[config.mk]
export PLATFORM = sky130hd
export DESIGN_NAME = i2c_oled_responder
export DESIGN_NICKNAME = d
export VERILOG_FILES = /design/src/rtl/i2c_oled_responder.sv
export SDC_FILE = /design/constraint.sdc
export NUM_CORES = 1
export LEC_CHECK = 0
export CAP_MARGIN = 20
export CELL_PAD_IN_SITES_DETAIL_PLACEMENT = 1
export CELL_PAD_IN_SITES_GLOBAL_PLACEMENT = 2
export CORE_UTILIZATION = 25
export CTS_CLUSTER_DIAMETER = 120
export DETAILED_ROUTE_END_ITERATION = 16
export PLACE_DENSITY = 0.59
export SETUP_SLACK_MARGIN = 0.5
export SYNTH_ARGS = -nofsm -noshare
export SYNTH_HDL_FRONTEND = slang
export SYNTH_SLANG_ARGS = --single-unit
[constraint.sdc]
create_clock -name clk -period 2.1 [get_ports clk]
set_input_delay 0.63 -clock clk [delete_from_list [all_inputs] [get_ports clk]]
set_output_delay 0.63 -clock clk [all_outputs]
set_load 0.01 [all_outputs]
[src/rtl/i2c_oled_responder.sv]
// I2C write-only target modelling the SSD1306 side of the bus.
// Decodes address, control bytes (Co, D/C#) and payload bytes into
// command / GDDRAM data strobes, ACKing every accepted byte.
module i2c_oled_responder #(
  parameter logic [6:0] ADDR  = 7'h3C,
  parameter int         CNT_W = 10
) (
  input  logic             clk,
  input  logic             rst_n,
  input  logic             scl_in,
  input  logic             sda_in,
  output logic             sda_oe,
  output logic             cmd_valid,
  output logic [7:0]       cmd_byte,
  output logic             data_valid,
  output logic [7:0]       data_byte,
  output logic             busy,
  output logic [CNT_W-1:0] data_count,
  output logic             err
);

  typedef enum logic [2:0] {
    S_IDLE, S_ADDR, S_ADDR_ACK, S_CTRL, S_CTRL_ACK, S_PAYLOAD, S_PAY_ACK, S_IGNORE
  } state_t;

  state_t      state;
  logic        scl_s1, scl_s2, scl_h;
  logic        sda_s1, sda_s2, sda_h;
  logic [6:0]  sr;
  logic [2:0]  bitcnt;
  logic        co_latched, dc_latched;

  logic        scl_rise, scl_fall, start_ev, stop_ev;
  logic [7:0]  nbyte;

  assign scl_rise = scl_s2 & ~scl_h;
  assign scl_fall = ~scl_s2 & scl_h;
  // sda edges only count as bus conditions while scl is stably high
  assign start_ev = scl_s2 & scl_h & sda_h & ~sda_s2;
  assign stop_ev  = scl_s2 & scl_h & ~sda_h & sda_s2;
  assign nbyte    = {sr, sda_s2};

  // 2-FF synchronizers plus history FF; reset to the idle-bus level
  always_ff @(posedge clk or negedge rst_n) begin
    if (!rst_n) begin
      {scl_h, scl_s2, scl_s1} <= 3'b111;
      {sda_h, sda_s2, sda_s1} <= 3'b111;
    end else begin
      {scl_h, scl_s2, scl_s1} <= {scl_s2, scl_s1, scl_in};
      {sda_h, sda_s2, sda_s1} <= {sda_s2, sda_s1, sda_in};
    end
  end

  // protocol FSM with registered outputs; START/STOP override any state
  always_ff @(posedge clk or negedge rst_n) begin
    if (!rst_n) begin
      state      <= S_IDLE;
      sr         <= '0;
      bitcnt     <= '0;
      co_latched <= 1'b0;
      dc_latched <= 1'b0;
      sda_oe     <= 1'b0;
      cmd_valid  <= 1'b0;
      cmd_byte   <= '0;
      data_valid <= 1'b0;
      data_byte  <= '0;
      busy       <= 1'b0;
      data_count <= '0;
      err        <= 1'b0;
    end else begin
      cmd_valid  <= 1'b0;
      data_valid <= 1'b0;
      if (start_ev) begin
        state      <= S_ADDR;
        bitcnt     <= '0;
        sr         <= '0;
        data_count <= '0;
        err        <= 1'b0;
        sda_oe     <= 1'b0;
      end else if (stop_ev) begin
        // partial byte is dropped silently
        state  <= S_IDLE;
        bitcnt <= '0;
        busy   <= 1'b0;
        sda_oe <= 1'b0;
      end else begin
        case (state)
          S_ADDR, S_CTRL, S_PAYLOAD: begin
            if (scl_rise) begin
              sr     <= nbyte[6:0];
              bitcnt <= bitcnt + 3'd1;
              if (bitcnt == 3'd7) begin
                if (state == S_ADDR) begin
                  if (nbyte[7:1] == ADDR && !nbyte[0]) begin
                    state <= S_ADDR_ACK;
                    busy  <= 1'b1;
                  end else begin
                    // reads are illegal for this write-only target
                    state <= S_IGNORE;
                    if (nbyte[0]) err <= 1'b1;
                  end
                end else if (state == S_CTRL) begin
                  co_latched <= nbyte[7];
                  dc_latched <= nbyte[6];
                  if (nbyte[5:0] != 6'd0) err <= 1'b1;
                  state <= S_CTRL_ACK;
                end else begin
                  if (dc_latched) begin
                    data_byte  <= nbyte;
                    data_valid <= 1'b1;
                    data_count <= data_count + 1'b1;
                  end else begin
                    cmd_byte  <= nbyte;
                    cmd_valid <= 1'b1;
                  end
                  state <= S_PAY_ACK;
                end
              end
            end
          end
          S_ADDR_ACK, S_CTRL_ACK, S_PAY_ACK: begin
            // first scl fall pulls SDA low, second one releases and moves on
            if (scl_fall) begin
              if (!sda_oe) begin
                sda_oe <= 1'b1;
              end else begin
                sda_oe <= 1'b0;
                if (state == S_ADDR_ACK)      state <= S_CTRL;
                else if (state == S_CTRL_ACK) state <= S_PAYLOAD;
                else if (co_latched)          state <= S_CTRL;
                else                          state <= S_PAYLOAD;
              end
            end
          end
          default: ;
        endcase
      end
    end
  end

endmodule

==> impl_metrics.yaml <==
sta:
  worst_pin_slew_ns: 0.450
  max_freq_ghz: 0.579
  rsz0062_at_grt: "true"
  fin_ws_ns: 0.374
  post-route-min-period_ns: 1.73
  hold_viol_final: 0
  maxSlewHeadroom: 0.697
  final-max-slew-violation-count: 0
  fin_crit_sh: 0.822
  setup-violations-final: 0
  setup_tns_ns: 0
  fin_skew_ns: 0.0124
routing:
  vias_per_cell: 4.84
  drc: 0
  drt_iter0_markers: 90
  dr_wl_met2_um: 3080
  routedWlPerCell_um: 16.2
  wl_met1_um: 3100
  wl_met3_um: 170
  antenna_left: 0
  drt-pass1-iter-count: 4
  vias: 1905
  top_layer: "met4"
  postRouteWirelength_um: 6390
global_route:
  grt_pass1_vias: 1993
  grt_util_all_layers: 0.138
  grt_max_degree: 53
  antenna_found_initial: 0
  grt_pass1_wl_um: 10600
  gr-total-overflow: 0
worst_hold_path:
  hp-class: "in2async"
synth:
  yosys-top-cells-area: "dfrtp_1, nand2_1, dfstp_2"
  synth-edff-count: 0
  ys_async_sr_fraction: 1.00
  ys_seq_elements: 52
  yosysTopAreaCell: "dfrtp_1"
  mappedNetlistNets: 227
  ys_seq_area_frac: 0.559
  synthFlopType: "dfrtp_1"
  yosys.cell_count.top_type: "nand2_1"
  synth_area_um2: 2340
  synth_top_cells_by_count: "nand2_1, dfrtp_1, nor2_1"
  avgSynthCellArea_um2: 10.6
  yosysTopAreaCellShare: 0.492
  synth_cells: 220
  synth_cell_type_count: 45
  yosys_warnings: 0
pwr:
  p_leak_nw: 1.63
  peakVddDrop_uv: 320
  p_per_area_nw_per_um2: 643
job:
  cap_violations: 0
layout:
  syn_to_final_growth_pct: 38.9
  diodes: 0
  fin_nets: 292
  drive_gt1_frac: 0.374
  final_core_util: 0.366
worst_setup_path:
  crit_required_ns: 2.34
  crit_chain: "ha_2 > ha_4 > and4b_2 > nand2_4 > buf_6 > nor3b_1 > a221o_1"
  crit_type: "reg2reg"
  arrival_ns: 1.97
  end_kind: "register"
  cp-start-kind: "register"
  cp_max_fo: 5
  max_stage_delay_ns: 0.37
  cpMaxStageDelayCell: "dfrtp_1"
cts:
  cts_tree: "yes"
  clk_pin_slew_ns: 0.10
  cts.path.max_buffers: 2
  cts-buffers-inserted: 5
  cts_root_buffer: "clkbuf_8"
  cts_hold_buf: 0
  htreeDepth: 2
  clk_latency_ns: 0.30
  cts_sinks: 52
placed_design:
  dp_hpwl_um: 3960
  place_congestion: 0.696
  dp_slack_ns: 0.264
  portBuffers: 34
die:
  start_util: 0.263
  fp.dieH_um: 98.8
  core_area_um2: 8890
  die_width_um: 98.8
  ioPinCount: 35
  dieArea_um2: 9750
  core.rowCount: 34
status:
  status: "complete, no violations"
[worst paths after layout]
path / start / to / slack [ns] / cells after the start
min in group clk: sda_s1$_DFF_PN1_ / sda_s2$_DFF_PN1_ / 0.36 / 0
max reg2reg: bitcnt[1]$_DFFE_PN0P_ / data_count[9]$_DFFE_PN0P_ / 0.37 / 7
min: rst_n / data_byte[7]$_DFFE_PN0P_ / 0.30 / 2
min reg2reg: sda_s1$_DFF_PN1_ / sda_s2$_DFF_PN1_ / 0.36 / 0
max in group asynchronous: rst_n / sda_h$_DFF_PN1_ / 1.48 / 2
max: bitcnt[1]$_DFFE_PN0P_ / data_count[9]$_DFFE_PN0P_ / 0.37 / 7
[per-stage QoR]
step	std cells	total power [W]	hold slack, ns	area, um2
floorplan	220	0.00124	0.334	2340
global placement	357	0.00132	0.346	2810
detailed placement	357	0.00132	0.347	2810
CTS	389	0.00212	0.318	3210
global route	394	0.00220	0.322	3250
finish	394	0.00209	0.302	3250
[flip-flops by register name, summed over array words and instances (netlist names), 3 cells and up]
name	cells
cmd_byte	8
bitcnt	3
state	3
data_byte	8
data_count	10
sr	7
[area by class of cell]
cell class              instances  area, um2
clock buffers                   7       96.3
clock inverters                 1       30.0
fillers                       992       5640
inverters                       5       26.3
multi-input cells             153       1060
flip-flops and latches         52       1320
well taps                     108        135
repair buffers                 68        587
[cells by family after synthesis]
logic type	share of synthesized area
and+or+nand+nor	0.221
DFF	0.559
AOI/OAI and AO/OA	0.0967
buffers and inverters	0.0353
muxes	0.0572
xor gates and xnor gates	0.0150
adders and majority gates	0.0160
[cell usage in the layout, fill, tap and decap left out, types with 4 or more instances in the layout]
master           instances
dfstp_2                  6
dfrtp_1                 38
nand2_2                  6
inv_1                    4
buf_6                    9
dfrtp_2                  8
nor2_1                  11
nand2_1                 44
clkdlybuf4s15_1         17
buf_2                    4
a21oi_1                  4
clkbuf_8                 7
mux2_2                  11
clkbuf_2                11
nand4b_1                 4
buf_4                   22
nand4_1                  6
o21ai_0                 10
[where the power goes]
part	internal (W)	switching, W	total, W
combinational	0.0000907	0.0000952	0.000186
sequential	0.00106	0.0000871	0.00115
clock	0.000421	0.000337	0.000758
[critical path, delay by kind of cell, from the launching register on]
| kind | cells | cell delay, ns |
|---|---|---|
| and+or+nand+nor | 3 | 0.69 |
| AOI/OAI and AO/OA | 1 | 0.17 |
| adders and majority gates | 2 | 0.31 |
| DFF | 1 | 0.37 |
| buffers and inverters | 1 | 0.14 |
[timing repair]
| item | in CTS | in global routing |
|---|---|---|
| endpoints found under the setup margin | 61 | 48 |
| pin swaps | 8 | 16 |
| gates resized for setup | 90 | 34 |
| cloned | 1 | 0 |
| setup buffers | 23 | 5 |
| hold endpoints to repair | 0 | 0 |
[layer usage]
| metal | GRT usage | up-vias |
|---|---|---|
| li1 | - | 905 |
| met1 | 0.188 | 963 |
| met2 | 0.229 | 35 |
| met3 | 0.0248 | 2 |
| met4 | 0.0344 | 0 |
| met5 | 0 | - |
Power figures use the tool's default switching activity.
